## src/rtl/addsub_pkg.sv

```systemverilog
// Shared definitions for the arbitrated add/subtract unit: FSM encoding, op and requester codes.
package addsub_pkg;

    typedef enum logic [1:0] {
        IDLE = 2'd0,
        EXEC = 2'd1,
        RESP = 2'd2
    } state_e;

    localparam logic OP_ADD  = 1'b0;
    localparam logic OP_SUB  = 1'b1;
    localparam logic ID_REQ0 = 1'b0;
    localparam logic ID_REQ1 = 1'b1;

endpackage

```

## src/rtl/addsub_arbiter_rr_arb2.sv

```systemverilog
// Two-request round-robin arbiter; the last winner loses the next tie.
module rr_arb2
    import addsub_pkg::*;
(
    input  logic clk,
    input  logic rst,
    input  logic en,
    input  logic req0,
    input  logic req1,
    output logic gnt0_c,
    output logic gnt1_c
);

    logic last_grant_q;
    logic last_grant_d;

    always_comb begin
        gnt0_c       = en & req0 & (~req1 | (last_grant_q == ID_REQ1));
        gnt1_c       = en & req1 & (~req0 | (last_grant_q == ID_REQ0));
        last_grant_d = last_grant_q;
        if (gnt0_c) begin
            last_grant_d = ID_REQ0;
        end else if (gnt1_c) begin
            last_grant_d = ID_REQ1;
        end
    end

    // Reset to requester 1 so requester 0 wins the first tie.
    always_ff @(posedge clk) begin
        if (rst) begin
            last_grant_q <= ID_REQ1;
        end else begin
            last_grant_q <= last_grant_d;
        end
    end

endmodule

```

## src/rtl/mux_2_to_1.sv

```systemverilog
// Single-bit 2-to-1 multiplexer cell: sel=0 passes d0, sel=1 passes d1.
module mux_2_to_1 (
    input  logic d0,
    input  logic d1,
    input  logic sel,
    output logic y_c
);

    assign y_c = sel ? d1 : d0;

endmodule

```

## src/rtl/addsub_arbiter.sv

```systemverilog
// Shares one WIDTH-bit adder/subtractor between two requesters; returns the
// registered result tagged with the owner's ID on a single response channel.
module addsub_arbiter
    import addsub_pkg::*;
#(
    parameter int unsigned WIDTH = 8
) (
    input  logic             clk,
    input  logic             rst,
    input  logic             req0_valid,
    output logic             req0_ready,
    input  logic [WIDTH-1:0] req0_a,
    input  logic [WIDTH-1:0] req0_b,
    input  logic             req0_op,
    input  logic             req1_valid,
    output logic             req1_ready,
    input  logic [WIDTH-1:0] req1_a,
    input  logic [WIDTH-1:0] req1_b,
    input  logic             req1_op,
    output logic             rsp_valid,
    input  logic             rsp_ready,
    output logic             rsp_id,
    output logic [WIDTH-1:0] rsp_result,
    output logic             rsp_cout,
    output logic             busy
);

    localparam int unsigned SUM_W = WIDTH + 1;

    state_e           state_q, state_d;
    logic [WIDTH-1:0] a_q, a_d;
    logic [WIDTH-1:0] b_q, b_d;
    logic             op_q, op_d;
    logic             id_q, id_d;
    logic [WIDTH-1:0] result_q, result_d;
    logic             cout_q, cout_d;
    logic             rsp_id_q, rsp_id_d;

    logic             arb_en_c;
    logic             gnt0_c, gnt1_c;
    logic             sel_c;
    logic [WIDTH-1:0] mux_a_c, mux_b_c;
    logic             mux_op_c;
    logic [WIDTH-1:0] b_eff_c;
    logic [SUM_W-1:0] sum_c;

    assign arb_en_c = (state_q == IDLE);

    rr_arb2 u_arb (
        .clk    (clk),
        .rst    (rst),
        .en     (arb_en_c),
        .req0   (req0_valid),
        .req1   (req1_valid),
        .gnt0_c (gnt0_c),
        .gnt1_c (gnt1_c)
    );

    assign sel_c = gnt1_c ? ID_REQ1 : ID_REQ0;

    // Per-bit operand steering toward the shared datapath.
    for (genvar i = 0; i < int'(WIDTH); i++) begin : g_mux
        mux_2_to_1 u_mux_a (
            .d0  (req0_a[i]),
            .d1  (req1_a[i]),
            .sel (sel_c),
            .y_c (mux_a_c[i])
        );
        mux_2_to_1 u_mux_b (
            .d0  (req0_b[i]),
            .d1  (req1_b[i]),
            .sel (sel_c),
            .y_c (mux_b_c[i])
        );
    end

    mux_2_to_1 u_mux_op (
        .d0  (req0_op),
        .d1  (req1_op),
        .sel (sel_c),
        .y_c (mux_op_c)
    );

    // Subtract as A + ~B + 1; the carry-out then means "no borrow".
    always_comb begin
        b_eff_c = (op_q == OP_SUB) ? ~b_q : b_q;
        sum_c   = SUM_W'(a_q) + SUM_W'(b_eff_c) + SUM_W'(op_q);
    end

    always_comb begin
        state_d  = state_q;
        a_d      = a_q;
        b_d      = b_q;
        op_d     = op_q;
        id_d     = id_q;
        result_d = result_q;
        cout_d   = cout_q;
        rsp_id_d = rsp_id_q;
        unique case (state_q)
            IDLE: begin
                if (gnt0_c || gnt1_c) begin
                    a_d     = mux_a_c;
                    b_d     = mux_b_c;
                    op_d    = mux_op_c;
                    id_d    = sel_c;
                    state_d = EXEC;
                end
            end
            EXEC: begin
                result_d = sum_c[WIDTH-1:0];
                cout_d   = sum_c[WIDTH];
                rsp_id_d = id_q;
                state_d  = RESP;
            end
            RESP: begin
                if (rsp_ready) begin
                    state_d = IDLE;
                end
            end
            default: begin
                state_d = IDLE;
            end
        endcase
    end

    always_ff @(posedge clk) begin
        if (rst) begin
            state_q  <= IDLE;
            a_q      <= '0;
            b_q      <= '0;
            op_q     <= 1'b0;
            id_q     <= 1'b0;
            result_q <= '0;
            cout_q   <= 1'b0;
            rsp_id_q <= 1'b0;
        end else begin
            state_q  <= state_d;
            a_q      <= a_d;
            b_q      <= b_d;
            op_q     <= op_d;
            id_q     <= id_d;
            result_q <= result_d;
            cout_q   <= cout_d;
            rsp_id_q <= rsp_id_d;
        end
    end

    assign req0_ready = gnt0_c;
    assign req1_ready = gnt1_c;
    assign rsp_valid  = (state_q == RESP);
    assign busy       = (state_q != IDLE);
    assign rsp_id     = rsp_id_q;
    assign rsp_result = result_q;
    assign rsp_cout   = cout_q;

endmodule
```

## config.mk

```make
export PLATFORM = sky130hd
export DESIGN_NAME = addsub_arbiter
export DESIGN_NICKNAME = d
export VERILOG_FILES = /design/src/rtl/addsub_pkg.sv /design/src/rtl/addsub_arbiter_rr_arb2.sv /design/src/rtl/mux_2_to_1.sv /design/src/rtl/addsub_arbiter.sv
export SDC_FILE = /design/constraint.sdc
export NUM_CORES = 1
export LEC_CHECK = 0
export BUFFER_PORTS_ARGS = -buffer_cell sky130_fd_sc_hd__buf_2
export CAP_MARGIN = 20
export CORE_ASPECT_RATIO = 2
export CORE_MARGIN = 2
export CORE_UTILIZATION = 42
export CTS_BUF_LIST = sky130_fd_sc_hd__clkbuf_8
export DETAILED_ROUTE_END_ITERATION = 8
export MAX_ROUTING_LAYER = met4
export PLACE_DENSITY = 0.66
export SYNTH_ARGS = -nofsm -noshare
export SYNTH_HDL_FRONTEND = slang
export SYNTH_SLANG_ARGS = --single-unit
```

## constraint.sdc

```tcl
create_clock -name clk -period 2.7 [get_ports clk]
set_input_delay 0.27 -clock clk [delete_from_list [all_inputs] [get_ports clk]]
set_output_delay 0.27 -clock clk [all_outputs]
set_load 0.005 [all_outputs]
```

==> flow_summary.yaml, run 1 <==
status:
  status: "finished clean"
synthesis:
  synthArstFlopShare: 0
  synthCells: 196
  synth_seq_cells: 31
  synth_flop_cell: "dfxtp_1"
  syn_nets: 243
  synthTopCellsByArea: "dfxtp_1 (36%), mux2i_1 (10%), a211oi_1 (8.4%), nor2_1 (5.7%), ha_1 (5.1%)"
  netlist-cell-type-count: 37
  synth_edf_count: 0
  netlist_top_cells_count: "dfxtp_1 (31), nor2_1 (26), a211oi_1 (19)"
  syn_area_mm2: 0.00171
  synth.avg_cell_area_um2: 8.71
  yosysMostFrequentCell: "dfxtp_1"
  seq_area_frac_synth: 0.363
  synth.top_cell.area_share: 0.363
  ys_warn_count: 0
  synth_top_cell_by_area: "dfxtp_1"
clock_network:
  root_buffer: "clkbuf_8"
  clkTransAtPathRegs_ns: 0.07
  h-tree-depth: 2
  clockBufferDepth: 2
  clk_latency_ns: 0.28
  postCtsSetupBuffers: 0
  holdBufCountCts: 0
  cts_sinks: 31
  cts_buffers: 5
  cts_tree: "done"
  post_cts_resized: 0
power:
  power.leakage_nw: 1.04
  totalPowerFinal_mw: 1.31
  peakVddDrop_mv: 0.345
  powerDensity_mw_per_mm2: 632
drt:
  routed_wl_mm: 3.40
  first_pass_iters: 4
  postRouteAntennaNets: 0
  drtIter0Drc: 22
  drt_drc_violations_left: 0
  routedWlPerCell_um: 11.4
  vias: 1530
  viasPerCell: 5.15
final_layout:
  antenna_cells: 0
  fin_nets: 292
  seq_area_um2: 621
  multi_input_area_um2: 993
  area_delta_synth_final_pct: 21.1
  drive_gt1_frac: 0.256
  fillers: 416
  post-route-util: 0.533
setup_path:
  crit_type: "register to register"
  crit_required_ns: 2.93
  cp-startpoint: "op_q"
  setup.worst_path.start_class: "register"
  crit_fanout: 9
  reg2reg_from: "op_q"
  end_kind: "register"
  cp.arrival_ns: 2.37
floorplan:
  dieWidth_um: 49.1
  io_pins: 53
  die-area_mm2: 0.00462
  row_count: 32
  die_y_um: 94.2
  start_util: 0.440
  coreArea_mm2: 0.00388
global_route:
  grt_pass1_wl_mm: 5.76
  grt_max_degree: 36
  grt.overflow.total: 0
  antenna_found_initial: 0
  grt_usage: 0.167
  grt_pass1_vias: 1362
flow_run:
  cap_violations: 0
sta:
  hold_viol: 0
  fin_setup_tns_ns: 0
  rsz0062_at_grt: "false"
  tightest_slew_ns: 0.679
  finalClockSkew_ns: 0.00951
  max-slew-margin-rel: 0.547
  layout_min_cycle_time_ns: 2.15
  fmaxAchievable_mhz: 466
  maxSlewViolCount: 0
  period_share: 0.795
  setup_viol: 0
min_path:
  worstHoldStart: "rsp_ready"
  min_path_type: "primary input to register"
place:
  hpwl_mm: 2.62
  port_buffers: 52
  gp_congestion: 0.829
per-layer routing:
| metal | wire length [um] | part of all wire | track usage |
|---|---|---|---|
| met4 | 121 | 0.036 | 0.126 |
| met3 | 117 | 0.034 | 0.0239 |
| met2 | 1770 | 0.52 | 0.292 |
| met5 | 0 | 0 | - |
| met1 | 1390 | 0.41 | 0.162 |
cell type report:
cell class / instances / area share
Sequential cell: 31 / 0.300
Tap cell: 51 / 0.0309
Timing Repair Buffer: 54 / 0.133
Clock buffer: 5 / 0.0333
Multi-Input combinational cell: 144 / 0.480
Inverter: 9 / 0.0163
Clock inverter: 3 / 0.00605
metrics by stage:
stage                     hold WS, ns  cell area (um^2)  setup slack (ns)  cells
final                           0.245              2070             0.552    297
after global routing            0.265              2070             0.301    297
after CTS                       0.244              2070             0.550    297
after detailed placement        0.445              1990             0.567    289
after global placement          0.436              1990             0.611    289
after floorplan                 0.426              1710             0.781    196
cells by family after synthesis:
group | synth area share
compound gates | 0.200
buf+inv | 0.0549
xor+xnor | 0.0410
fa+ha+maj | 0.0630
mux | 0.108
flops | 0.363
simple gates | 0.169
state kept, by name, summed over array words and instances (netlist names):
register,cells
id_q,1
a_q,8
op_q,1
state_q,2
rsp_result,8
b_q,8
rsp_cout,1
u_arb.last_grant_q,1
rsp_id,1
power by group:
part / switching, mW / total [mW] / internal [mW]
logic: 0.226 / 0.414 / 0.188
registers: 0.0398 / 0.555 / 0.515
clock network: 0.165 / 0.338 / 0.173
total: 0.430 / 1.31 / 0.876
worst paths after layout:
kind | endpoint | slack, ns | cells past startpoint
max | rsp_result[5] | 0.55 | 6
min reg2reg | rsp_result[2] | 0.45 | 2
min | state_q[1] | 0.24 | 3
max reg2reg | rsp_result[5] | 0.55 | 6
critical path, cell delays in order, from the launching register on:
cell	delay, ns
dfxtp_1	0.57
xor2_1	0.19
ha_1	0.31
a21o_2	0.25
a311o_1	0.33
a2111o_1	0.36
nand3_1	0.08
placed cells by master, fill, tap and decap left out, types with 2 or more instances in the layout:
cell type  count
nor2b_1        4
nand3b_1       2
a311oi_1       2
buf_4          2
nor2_1        26
o21ai_0        3
dfxtp_1       31
a21oi_1        8
inv_1         11
buf_2         52
nand3_1        9
o211ai_1       2
nor3_1         5
a32oi_1        2
mux2i_1       17
nand2_1       10
xor2_1         7
o21a_1         5
ha_1           7
clkbuf_8       5
a211oi_1      19
nand2b_1       2
(Power assumes the default switching activity.)
==> run 2: changes to the inputs <==
- PLACE_DENSITY: 0.66 -> 0.68
- clock period: 2.7 -> 1.8 ns (I/O delays scaled with it)
==> run 2 against run 1 <==
Compared with the run above: the run now ends with setup timing left; design area is 12% higher; largest power group unchanged; sequential share of layout area is 3.0 points lower; critical path depth stayed put; setup slack worse by 0.60 ns; non-clock buffer count is 21 higher; clock power is 61% higher; largest cell class unchanged; via count is 5.4% higher; critical path type unchanged; clock skew is 0.0068 ns lower; first-iteration DRC count is 95% higher; count of clock-buffer cells in the layout is 1 higher; highest routed layer unchanged.
==> flow_summary.yaml, run 2 (synthesis gave the netlist of run 1 again) <==
floorplan:
  dieWidth_um: 49.1
  start_util: 0.440
  row_count: 32
  coreArea_mm2: 0.00388
  die_y_um: 94.2
  die-area_mm2: 0.00462
  io_pins: 53
setup_path:
  reg2reg_from: "op_q"
  slowest_stage: "dfxtp_4"
  crit_chain: "xor2_2 -> ha_4 -> a21o_4 -> a311o_1 -> a2111o_1 -> nand3_1"
  end_kind: "register"
  setup.worst_path.start_class: "register"
  cp-startpoint: "op_q"
  slowest_delay_ns: 0.42
  crit_required_ns: 2.03
  r2r_end: "rsp_result[5]"
  crit_fanout: 7
  cp.arrival_ns: 2.08
  ff2ff_setup_slack_ns: -0.05
  r2r_cells: 6
  crit_type: "register to register"
drt:
  vias: 1613
  viasPerCell: 5.09
  drt_drc_violations_left: 0
  routed_wl_mm: 3.93
  drtIter0Drc: 43
  first_pass_iters: 4
  postRouteAntennaNets: 0
  routedWlPerCell_um: 12.4
place:
  place_area_mm2: 0.00214
  placed_cells: 307
  gp_congestion: 0.927
  port_buffers: 52
  hpwl_mm: 3.16
  pre_cts_ws_ns: -0.252
sta:
  worst_hold_slack_ns: 0.153
  max-slew-margin-rel: 0.646
  fin_setup_tns_ns: -0.0504
  fmaxAchievable_mhz: 540
  finalClockSkew_ns: 0.00272
  setup_viol: 1
  period_share: 1.03
  hold_viol: 0
  setup_slack_ns: -0.0504
  maxSlewViolCount: 0
  tightest_slew_ns: 0.531
  rsz0062_at_grt: "true"
  layout_min_cycle_time_ns: 1.85
final_layout:
  final_common_cell: "buf_2"
  final_cell_mix: "buf_2 (52), dfxtp_1 (27), nor2_1 (26)"
  design_area_mm2: 0.00232
  antenna_cells: 0
  fin_nets: 313
  final_cells: 317
  area_delta_synth_final_pct: 36.0
  drive_gt1_frac: 0.368
  post-route-util: 0.598
global_route:
  antenna_found_initial: 0
  grt_pass1_vias: 1478
  grt_max_degree: 36
  grt_pass1_wl_mm: 6.38
  grt.overflow.total: 0
  grt_usage: 0.191
clock_network:
  h-tree-depth: 2
  clkTransAtPathRegs_ns: 0.06
  root_buffer: "clkbuf_8"
  cts_sinks: 31
  cts_tree: "done"
  holdBufCountCts: 0
  clockBufferDepth: 2
  clk_latency_ns: 0.29
  cts_buffers: 5
min_path:
  worstHoldStart: "rsp_ready"
  whs_endpoint: "state_q[1]"
  min_path_type: "primary input to register"
  min_delay_path_depth: 3
power:
  seq_power_share: 0.383
  power.internal_mw: 1.49
  switching_share: 0.322
  totalPowerFinal_mw: 2.20
  pwr-share-clk: 0.247
  power.leakage_nw: 1.15
  p_sw_uw: 709
  peakVddDrop_mv: 0.553
  combPwrFrac: 0.370
  powerDensity_mw_per_mm2: 947
status:
  failed_checks: "setup timing"
  status: "complete, but fails checks"
flow_run:
  cap_violations: 0
run 2: cell types whose count changed in the layout (fill, tap and decap cells not counted), sizes merged:
cell,change
buf,+21
clkbuf,+1
inv,-2
run 2: power groups by stage:
stage                     clock [mW]  combinational [mW]  sequential [mW]
final                          0.543               0.814            0.843
after floorplan                    0               0.480            0.833
after CTS                      0.552               0.766            0.839
after global routing           0.587               0.909            0.854
after global placement             0               0.730            0.848
after detailed placement           0               0.745            0.850
run 2: final cells by class:
cell class                      count  area (um^2)
Inverter                            9         33.8
Sequential cell                    31          628
Multi-Input combinational cell    144         1060
Timing Repair Buffer               75          449
Clock inverter                      1         5.00
Fill cell                         380         1560
Tap cell                           51         63.8
Clock buffer                        6         82.6
run 2: worst max path at each step:
stage                               end  slack, ns
after global placement    rsp_result[4]      -0.17
after floorplan           rsp_result[5]      -0.07
after detailed placement  rsp_result[4]      -0.25
after global routing      rsp_result[4]      -0.12
final                     rsp_result[5]      -0.05
after CTS                      rsp_cout       -0.1
run 2: repair_timing:
item / in CTS / in global routing
buffers inserted: 3 / 0
resized for setup: 5 / 13
endpoints found under the setup margin: 6 / 7
pin swaps: 2 / 6
run 2: metal layers:
metal	up-vias	share of wire	track usage	wire length [um]
met5	-	0	-	0
met4	0	0.027	0.114	105
met3	7	0.036	0.0446	140
met2	32	0.58	0.360	2260
met1	736	0.36	0.164	1420
li1	838	-	-	-
run 2: critical path: cells and delay by family (launching register included):
kind,cells,cell delay [ns]
xor gates and xnor gates,1,0.19
AOI/OAI and AO/OA,3,0.88
adders and majority gates,1,0.23
and+or+nand+nor,1,0.08
DFF,1,0.42
==> run 3: changes to the inputs <==
- GPL_TIMING_DRIVEN: unset -> 0
- PLACE_DENSITY: 0.68 -> 0.7
==> run 3 against run 2 <==
Compared with the run above: critical path type unchanged; critical endpoint unchanged; via count shrank 0.19%; highest routed layer unchanged; the flow still finishes with violations (setup timing); sequential share of layout area shrank 0.42 points; non-clock buffer count shrank 4; design area grew 0.75%.
==> flow_summary.yaml, run 3 (synthesis gave the netlist of run 1 again) <==
status:
  status: "complete, but fails checks"
  failed_checks: "setup timing"
place:
  pre_cts_ws_ns: -0.244
  hpwl_mm: 3.17
  port_buffers: 52
  gp_congestion: 0.913
  place_area_mm2: 0.00204
sta:
  layout_min_cycle_time_ns: 1.97
  rsz0062_at_grt: "true"
  finalClockSkew_ns: 0.00611
  tightest_slew_ns: 0.530
  period_share: 1.09
  setup_viol: 6
  hold_viol: 0
  fmaxAchievable_mhz: 508
  max-slew-margin-rel: 0.646
  setup_slack_ns: -0.167
  maxSlewViolCount: 0
clock_network:
  cts_buffers: 5
  clkTransAtPathRegs_ns: 0.07
  clk_latency_ns: 0.28
  h-tree-depth: 2
  clockBufferDepth: 2
  cts_tree: "done"
  root_buffer: "clkbuf_8"
  cts_sinks: 31
final_layout:
  fillers: 373
  final_common_cell: "buf_2"
  fin_nets: 309
  drive_gt1_frac: 0.365
  area_delta_synth_final_pct: 37.1
  multi_input_area_mm2: 0.00112
  design_area_mm2: 0.00234
  final_cell_mix: "buf_2 (54), dfxtp_1 (29), nor2_1 (25)"
  seq_area_um2: 623
  antenna_cells: 0
global_route:
  grt_pass1_vias: 1535
  antenna_found_initial: 0
  grt_max_degree: 11
  grt.overflow.total: 0
  grt_usage: 0.191
  grt_pass1_wl_mm: 6.53
floorplan:
  coreArea_mm2: 0.00388
  dieWidth_um: 49.1
  row_count: 32
  die-area_mm2: 0.00462
  die_y_um: 94.2
  start_util: 0.440
  io_pins: 53
setup_path:
  cp.arrival_ns: 2.19
  ff2ff_setup_slack_ns: -0.17
  r2r_end: "rsp_result[5]"
  crit_required_ns: 2.02
  r2r_cells: 7
  crit_fanout: 8
  reg2reg_from: "op_q"
  end_kind: "register"
  crit_type: "register to register"
  setup.worst_path.start_class: "register"
drt:
  vias: 1610
  drtIter0Drc: 17
  first_pass_iters: 4
  postRouteAntennaNets: 0
  viasPerCell: 5.13
  drt_drc_violations_left: 0
  routedWlPerCell_um: 12.8
  routed_wl_mm: 4.03
min_path:
  min_delay_path_depth: 3
  min_path_type: "primary input to register"
  worstHoldStart: "rsp_ready"
  whs_endpoint: "state_q[1]"
power:
  power.leakage_nw: 1.11
  powerDensity_mw_per_mm2: 977
  totalPowerFinal_mw: 2.29
  peakVddDrop_mv: 0.688
flow_run:
  cap_violations: 0
## run 3: layer usage
layer | routed length [um] | GRT usage | up-vias
li1 | - | - | 836
met1 | 1400 | 0.167 | 719
met2 | 2310 | 0.360 | 41
met3 | 143 | 0.0398 | 14
met4 | 180 | 0.114 | 0
met5 | 0 | - | -
## run 3: report_power, final
part / internal (mW) / total, mW / switching (mW)
clock network: 0.348 / 0.615 / 0.267
registers: 0.773 / 0.837 / 0.0635
logic: 0.402 / 0.834 / 0.433
## run 3: final cells by class
type | instances | share of cell area
Timing Repair Buffer | 60 | 0.144
Sequential cell | 31 | 0.266
Clock buffer | 7 | 0.0412
Inverter | 9 | 0.0144
Multi-Input combinational cell | 144 | 0.480
Buffer | 11 | 0.0235
Clock inverter | 1 | 0.00321
Tap cell | 51 | 0.0273
## run 3: what timing repair did
action	CTS	global route
gates resized for setup	12	15
pin swaps	7	7
hold buffers	0	0
setup endpoints to repair	7	7
setup buffers	4	4
endpoints found under the hold margin	0	0
## run 3: worst max-delay path, stage by stage (launching register included)
cell      delay, ns
dfxtp_2        0.32
buf_6          0.13
xor2_1         0.14
ha_1           0.32
a21o_2         0.24
a311o_1        0.30
a2111o_1       0.37
nand3_1        0.08
## run 3: how the worst max path moves through the flow
| stage | from | to | slack, ns | cells after the start |
|---|---|---|---|---|
| floorplan | op_q | rsp_result[5] | -0.07 | 7 |
| global placement | op_q | rsp_result[4] | -0.26 | 8 |
| detailed placement | op_q | rsp_result[4] | -0.24 | 8 |
| CTS | op_q | rsp_result[5] | -0.13 | 7 |
| global route | op_q | rsp_result[5] | -0.22 | 7 |
| finish | op_q | rsp_result[5] | -0.17 | 7 |
## run 3: stage by stage
| stage | TNS, ns | utilization | hold WS, ns | std cells |
|---|---|---|---|---|
| after floorplan | -0.0767 | - | 0.336 | 196 |
| after global placement | -0.972 | 0.524 | 0.439 | 299 |
| after detailed placement | -0.908 | 0.524 | 0.446 | 299 |
| after CTS | -0.483 | 0.571 | 0.166 | 311 |
| after global routing | -0.985 | 0.603 | 0.183 | 314 |
| final | -0.508 | 0.603 | 0.162 | 314 |
